`src/rtl/ctr_game_pkg.sv`:
```
// rtl/ctr_game_pkg.sv - shared types and constants for the counter-game driver
package ctr_game_pkg;

  localparam int COUNTER_SIZE = 4;
  typedef logic [COUNTER_SIZE-1:0] counter_t;
  localparam counter_t COUNTER_MAX = '1;

  typedef enum logic [1:0] {
    UP1 = 2'b00,
    UP2 = 2'b01,
    DN1 = 2'b10,
    DN2 = 2'b11
  } control_t;

  localparam logic [1:0] WHO_LOSER  = 2'b01;
  localparam logic [1:0] WHO_WINNER = 2'b10;

  typedef enum logic [1:0] {
    MODE_FIXED  = 2'b00,
    MODE_ALT    = 2'b01,
    MODE_RANDOM = 2'b10,
    MODE_AIM    = 2'b11
  } mode_t;

  typedef enum logic [2:0] {
    IDLE   = 3'd0,
    LOAD   = 3'd1,
    PLAY   = 3'd2,
    RESYNC = 3'd3,
    DONE   = 3'd4
  } state_t;

  // Counter step for one control code; wraps modulo 2^COUNTER_SIZE.
  function automatic counter_t apply_control(input counter_t value, input control_t code);
    case (code)
      UP1:     return value + counter_t'(1);
      UP2:     return value + counter_t'(2);
      DN1:     return value - counter_t'(1);
      default: return value - counter_t'(2);
    endcase
  endfunction

endpackage

```
`src/rtl/ctr_game_driver_if.sv`:
```
// rtl/ctr_game_driver_if.sv - driver <-> counter-game signal bundle
interface ctr_game_if;
  import ctr_game_pkg::*;

  control_t   control;
  logic       init;
  counter_t   initial_value;
  logic       winner;
  logic       loser;
  logic       gameover;
  logic [1:0] who;

  modport master (
    output control, init, initial_value,
    input  winner, loser, gameover, who
  );

  modport slave (
    input  control, init, initial_value,
    output winner, loser, gameover, who
  );

endinterface

```
`src/rtl/ctr_game_strategy.sv`:
```
// rtl/ctr_game_strategy.sv - next control code per strategy, plus LFSR and alternate toggle
module ctr_game_strategy
  import ctr_game_pkg::*;
#(
  parameter logic [7:0] LFSR_SEED = 8'hA5
) (
  input  logic     clock,
  input  logic     reset_n,
  input  logic     advance,
  input  mode_t    mode,
  input  control_t fixed_control,
  input  logic     goal_win,
  input  counter_t shadow,
  output control_t next_control
);

  logic [7:0] lfsr;
  logic       toggle;
  logic       feedback;

  // Fibonacci taps 8,6,5,4
  assign feedback = lfsr[7] ^ lfsr[5] ^ lfsr[4] ^ lfsr[3];

  always_ff @(posedge clock or negedge reset_n) begin
    if (!reset_n) begin
      lfsr   <= LFSR_SEED;
      toggle <= 1'b0;
    end else if (advance) begin
      lfsr   <= {lfsr[6:0], feedback};
      toggle <= ~toggle;
    end
  end

  always_comb begin
    next_control = UP1;
    case (mode)
      MODE_FIXED:  next_control = fixed_control;
      MODE_ALT:    next_control = toggle ? DN2 : UP2;
      MODE_RANDOM: next_control = control_t'(lfsr[1:0]);
      MODE_AIM: begin
        if (goal_win)
          next_control = (shadow <= COUNTER_MAX - counter_t'(2)) ? UP2 : UP1;
        else
          next_control = (shadow >= counter_t'(2)) ? DN2 : DN1;
      end
      default:     next_control = UP1;
    endcase
  end

endmodule

```
`src/rtl/ctr_game_driver.sv`:
```
// rtl/ctr_game_driver.sv - counter-game player/referee: load, strategy drive, scoreboard, shadow check
module ctr_game_driver
  import ctr_game_pkg::*;
#(
  parameter int         SCORE_W   = 8,
  parameter logic [7:0] LFSR_SEED = 8'hA5
) (
  input  logic               clock,
  input  logic               reset_n,
  input  logic               start,
  input  logic [1:0]         cfg_mode,
  input  logic [1:0]         cfg_control,
  input  logic               cfg_goal_win,
  input  counter_t           cfg_initial,
  input  logic [SCORE_W-1:0] cfg_games,
  ctr_game_if.master         game,
  output logic               busy,
  output logic               done,
  output logic [SCORE_W-1:0] games_won,
  output logic [SCORE_W-1:0] games_lost,
  output logic [SCORE_W-1:0] win_pulses,
  output logic [SCORE_W-1:0] lose_pulses,
  output logic               mismatch
);

  typedef logic [SCORE_W-1:0] score_t;

  function automatic score_t sat_inc(input score_t v);
    return (&v) ? v : v + score_t'(1);
  endfunction

  state_t   state, state_next;
  counter_t shadow, shadow_next;
  control_t control_q, strategy_control;
  score_t   games_played, games_target;
  logic     last_game;
  logic     pulse_error;
  logic     init_c;
  counter_t initial_value_c;

  assign games_target = (cfg_games == '0) ? score_t'(1) : cfg_games;
  // >= rather than == so a mid-session cfg_games reduction still ends the session
  assign last_game    = (sat_inc(games_played) >= games_target);

  always_ff @(posedge clock or negedge reset_n) begin
    if (!reset_n) state <= IDLE;
    else          state <= state_next;
  end

  always_comb begin
    state_next      = state;
    init_c          = 1'b0;
    initial_value_c = '0;
    busy            = 1'b0;
    done            = 1'b0;
    case (state)
      IDLE: if (start) state_next = LOAD;
      LOAD: begin
        init_c          = 1'b1;
        initial_value_c = cfg_initial;
        busy            = 1'b1;
        state_next      = PLAY;
      end
      PLAY: begin
        busy = 1'b1;
        if (game.gameover) state_next = last_game ? DONE : RESYNC;
      end
      RESYNC: begin
        busy       = 1'b1;
        state_next = PLAY;
      end
      DONE: begin
        done = 1'b1;
        if (!start) state_next = IDLE;
      end
      default: state_next = IDLE;
    endcase
  end

  always_comb begin
    shadow_next = shadow;
    case (state)
      LOAD:         shadow_next = cfg_initial;
      PLAY, RESYNC: shadow_next = game.gameover ? '0 : apply_control(shadow, control_q);
      default:      shadow_next = shadow;
    endcase
  end

  // Strategy sees the shadow value that will be current when its code is presented.
  ctr_game_strategy #(.LFSR_SEED(LFSR_SEED)) u_strategy (
    .clock         (clock),
    .reset_n       (reset_n),
    .advance       (state_next == PLAY),
    .mode          (mode_t'(cfg_mode)),
    .fixed_control (control_t'(cfg_control)),
    .goal_win      (cfg_goal_win),
    .shadow        (shadow_next),
    .next_control  (strategy_control)
  );

  always_ff @(posedge clock or negedge reset_n) begin
    if (!reset_n) begin
      shadow    <= '0;
      control_q <= UP1;
    end else begin
      shadow    <= shadow_next;
      control_q <= (state_next == PLAY) ? strategy_control : UP1;
    end
  end

  always_comb begin
    pulse_error = 1'b0;
    if (state == PLAY) begin
      if (game.winner && shadow != COUNTER_MAX)   pulse_error = 1'b1;
      if (game.loser && shadow != '0)             pulse_error = 1'b1;
      if (game.winner && game.loser)              pulse_error = 1'b1;
      if (game.gameover && game.who != WHO_WINNER && game.who != WHO_LOSER)
        pulse_error = 1'b1;
    end
  end

  always_ff @(posedge clock or negedge reset_n) begin
    if (!reset_n) begin
      games_won    <= '0;
      games_lost   <= '0;
      win_pulses   <= '0;
      lose_pulses  <= '0;
      games_played <= '0;
      mismatch     <= 1'b0;
    end else if (state == IDLE && start) begin
      games_won    <= '0;
      games_lost   <= '0;
      win_pulses   <= '0;
      lose_pulses  <= '0;
      games_played <= '0;
      mismatch     <= 1'b0;
    end else if (state == PLAY) begin
      if (game.winner) win_pulses  <= sat_inc(win_pulses);
      if (game.loser)  lose_pulses <= sat_inc(lose_pulses);
      if (pulse_error) mismatch    <= 1'b1;
      if (game.gameover) begin
        games_played <= sat_inc(games_played);
        if (game.who == WHO_WINNER)     games_won  <= sat_inc(games_won);
        else if (game.who == WHO_LOSER) games_lost <= sat_inc(games_lost);
      end
    end
  end

  assign game.control       = control_q;
  assign game.init          = init_c;
  assign game.initial_value = initial_value_c;

endmodule

```
`src/flat_wrapper.sv`:
```
// flat-port wrapper written by rule: the top's interface ports become plain ports
module ctr_game_driver_flat import ctr_game_pkg::*;
#(
  parameter int         SCORE_W   = 8,
  parameter logic [7:0] LFSR_SEED = 8'hA5
)
  (clock, reset_n, start, cfg_mode, cfg_control, cfg_goal_win, cfg_initial, cfg_games, busy, done, games_won, games_lost, win_pulses, lose_pulses, mismatch, game_control, game_init, game_initial_value, game_winner, game_loser, game_gameover, game_who);
  ctr_game_if game_i ();
  input  logic clock;
  input  logic reset_n;
  input  logic start;
  input  logic [1:0] cfg_mode;
  input  logic [1:0] cfg_control;
  input  logic cfg_goal_win;
  input  counter_t cfg_initial;
  input  logic [SCORE_W-1:0] cfg_games;
  output logic busy;
  output logic done;
  output logic [SCORE_W-1:0] games_won;
  output logic [SCORE_W-1:0] games_lost;
  output logic [SCORE_W-1:0] win_pulses;
  output logic [SCORE_W-1:0] lose_pulses;
  output logic mismatch;
  output wire logic [$bits(game_i.control)-1:0] game_control;
  output wire logic [$bits(game_i.init)-1:0] game_init;
  output wire logic [$bits(game_i.initial_value)-1:0] game_initial_value;
  input wire logic [$bits(game_i.winner)-1:0] game_winner;
  input wire logic [$bits(game_i.loser)-1:0] game_loser;
  input wire logic [$bits(game_i.gameover)-1:0] game_gameover;
  input wire logic [$bits(game_i.who)-1:0] game_who;
  assign game_control = game_i.control;
  assign game_init = game_i.init;
  assign game_initial_value = game_i.initial_value;
  assign game_i.winner = game_winner;
  assign game_i.loser = game_loser;
  assign game_i.gameover = game_gameover;
  assign game_i.who = game_who;
  ctr_game_driver #(.SCORE_W(SCORE_W), .LFSR_SEED(LFSR_SEED)) u_core (.clock(clock), .reset_n(reset_n), .start(start), .cfg_mode(cfg_mode), .cfg_control(cfg_control), .cfg_goal_win(cfg_goal_win), .cfg_initial(cfg_initial), .cfg_games(cfg_games), .game(game_i), .busy(busy), .done(done), .games_won(games_won), .games_lost(games_lost), .win_pulses(win_pulses), .lose_pulses(lose_pulses), .mismatch(mismatch));
endmodule
```
`config.mk`:
```
export PLATFORM = sky130hd
export DESIGN_NAME = ctr_game_driver_flat
export DESIGN_NICKNAME = d
export VERILOG_FILES = /design/src/rtl/ctr_game_pkg.sv /design/src/rtl/ctr_game_driver_if.sv /design/src/rtl/ctr_game_strategy.sv /design/src/rtl/ctr_game_driver.sv /design/src/flat_wrapper.sv
export SDC_FILE = /design/constraint.sdc
export NUM_CORES = 1
export LEC_CHECK = 0
export ABC_AREA = 1
export CAP_MARGIN = 20
export CELL_PAD_IN_SITES_DETAIL_PLACEMENT = 1
export CELL_PAD_IN_SITES_GLOBAL_PLACEMENT = 1
export CORE_AREA = 2 2 82 123
export CTS_CLUSTER_DIAMETER = 50
export DETAILED_ROUTE_END_ITERATION = 12
export DIE_AREA = 0 0 84 125
export GPL_ROUTABILITY_DRIVEN = 0
export PLACE_DENSITY = 0.78
export RECOVER_POWER = 100
export SYNTH_ARGS = -nofsm -noshare
export SYNTH_HDL_FRONTEND = slang
export SYNTH_SLANG_ARGS = --single-unit
```
`constraint.sdc`:
```
create_clock -name clock -period 3.3 [get_ports clock]
set_input_delay 0.66 -clock clock [delete_from_list [all_inputs] [get_ports clock]]
set_output_delay 0.66 -clock clock [all_outputs]
set_load 0.05 [all_outputs]
```
==> run summary <==
Final Skew = 0.006768 ns
asr flop ratio synth = 100.0%
Pwr Density = 932.9 nW/um^2
synthesized cell area = 3505 sq um
unrepaired setup endpoints after global routing = false
placed cell count = 642
R2R cell count = 16
Worst Hold Class = flop to flop
DP HPWL = 7591 um
CP max-delay cell = dfrtp_1
Critical Path AT = 3.15 ns
dpl ws = 0.2402 ns
cell leakage power = 2.327 nW
PnR worst setup slack = 0.3525 ns
final setup TNS = 0 ns
Area Growth Syn to Fin = 30.10%
Mapped Avg Cell Area = 7.569 sq um
CP Depth = 16
Core Rows = 44
f_max = 339.3 MHz
global route overflow = 0
io pins = 67
gr usage total = 20.56%
crit path cell chain = ha_1 > nand3_1 > nor2_1 > nand2_1 > nor2_2 > inv_1 > nand3_1 > xor2_1 > inv_1 > ha_1 > a21oi_1 > o21a_1 > nand3_1 > a21oi_2 > nand2_4 > xor2_1
Worst path top cell family by delay = simple AND/OR/NAND/NOR gates
synth warn = 0
Die Height = 125 um
Crit. End Element = flop
initial core utilization = 36.80%
worst hold slack = 0.4651 ns
Worst EP required = 3.50 ns
area leader, netlist = dfrtp_1
max-cap violations = 0
Seq/Total Area, Yosys = 42.27%
count leader, synth = nand2_1
EDFF count, synth = 0
Final Setup Violations = 0
vias in the first global route = 3,769
Final Hold Fails = 0
nets = 578
Critical Path Max Stage Delay = 0.40 ns
antenna violations before repair = 0
Starting DRT DRC Count = 103
Yosys top cell area share = 39.27%
wire per inst = 15.32 um
Area contributors post-synth = dfrtp_1 (39%), nand2_1 (10%), inv_1 (7.7%)
# diodes = 0
CP bufs+invs = 2
Final period util = 89.32%
CTS tree = done
drt pass-1 iters = 4
Root Buffer = clkbuf_16
CTS Hold Bufs = 0
Worst Max-Slew Pin Slew = 1.183 ns
Seq cells post-synth = 59
Max VDD drop = 438.2 uV
drt total wl = 10,050 um
global-route wire length before repair = 17,480 um
Synth Flop Type = dfrtp_1
H-tree levels = 3
Max Slew Vio Count = 0
drt via density = 5.226
I/O Buffers = 66
Max clock buf depth = 2
# DRC = 0
WHS Path Cells = 2
CTS clk-pin slew, worst paths = 0.05 ns
largest net degree at the start of global routing = 40
Worst Setup Start Kind = flop
CTS Buf Count = 9
fin crit period = 2.947 ns
Die X = 84 um
Clock Latency Late Sink = 0.32 ns
worst-path fanout max = 14
clk sink count = 59
Post-Synthesis Cells = 463
via count = 3,428
non-filler instance count after layout = 656
relative slew slack = 21.14%
outcome = finished clean
most frequent CP cell = nand3_1
layout cells sized above 1 = 5.730%
post-synthesis cell type count = 38
core area = 9524 sq um
commonest cells in the netlist = nand2_1 (96), inv_1 (72), dfrtp_1 (55)
Die ar. = 10,500 sq um
crit path kind = flop to flop
post-route antenna net violation count = 0
syn_nets = 503
worst min-delay path, stage by stage, from the launching register on:
cell	delay, ns
dfstp_2	0.36
nand2_1	0.05
nand2_1	0.05
registers in the layout, summed over array words and instances (netlist names):
name and flops:
u_core.games_lost 8, u_core.games_played 8, u_core.games_won 8, u_core.lose_pulses 8, u_core.u_strategy.lfsr 8, u_core.win_pulses 8, u_core.shadow 4, u_core.state 3
u_core.game.control 2, u_core.mismatch 1, u_core.u_strategy.toggle 1
per-layer routing:
metal  vias up  wire length (um)  track usage [%]
li1       1656                 -                -
met1      1690              4000            23.02
met2        65              5580            38.21
met3        17               264            3.696
met4         0               201            7.780
met5         -                 0                0
per-stage QoR:
stage	util, %	power (mW)	cell area [sq um]
floorplan	-	2.687	3505
global placement	45.20	3.274	4305
detailed placement	45.20	3.374	4305
CTS	48.33	4.382	4603
global route	47.87	4.586	4559
finish	47.87	4.253	4559
final timing paths:
path | endpoint | startpoint | slack, ns
max | u_core.u_strategy.toggle | u_core.games_played[0] | 0.35
min | u_core.u_strategy.lfsr[2] | u_core.u_strategy.lfsr[2] | 0.47
max reg2reg | u_core.u_strategy.toggle | u_core.games_played[0] | 0.35
min reg2reg | u_core.u_strategy.lfsr[2] | u_core.u_strategy.lfsr[2] | 0.47
max in group asynchronous | u_core.u_strategy.lfsr[6] | reset_n | 1.15
min in group asynchronous | u_core.games_won[7] | reset_n | 0.55
report_power, final:
part	switching, mW	internal [mW]	total (mW)
registers	0.261	0.997	1.26
clock network	0.312	0.651	0.962
logic	1.39	0.643	2.03
kinds of logic after synthesis:
group / Yosys count / synth area share (%)
AO/OA/AOI/OAI: 82 / 13.21
buffers and inverters: 82 / 8.854
AND/OR/NAND/NOR: 214 / 27.35
XOR/XNOR: 11 / 2.749
flip-flops: 59 / 42.27
adder cells (fa/ha/maj): 15 / 5.570
cell usage in the layout, fill, tap and decap left out, types with 2 or more instances in the layout:
cell type,n
nand3_1,41
o21ai_0,33
o21ai_1,2
clkbuf_16,9
xnor2_1,3
clkbuf_1,4
clkbuf_2,2
o22ai_1,2
inv_1,75
nor2_2,2
nand2_2,3
dfstp_2,4
a21oi_2,2
a31oi_1,2
dfrtp_1,55
bufinv_16,2
dlygate4sd3_1,44
clkdlybuf4s50_1,21
nor3_1,12
a21oi_1,30
nor2_1,47
ha_1,14
xor2_1,8
o21a_1,3
inv_2,2
nand4_1,7
nand2_1,98
cell type report:
class | count | area (sq um)
fill | 1185 | 4965
tap | 115 | 143.9
clock buffer | 11 | 232.7
inverter | 77 | 289.0
timing repair buffer | 69 | 668.1
sequential | 59 | 1481
multi-input combinational | 322 | 1679
clock inverter | 3 | 65.06
what timing repair did:
action / 4_1_cts / 5_1_grt
buffers inserted: 0 / 0
gates resized for setup: 0 / 2
setup endpoints to repair: 0 / 11
hold endpoints to repair: 0 / 0
No activity file was read; power rests on OpenSTA's default activity.
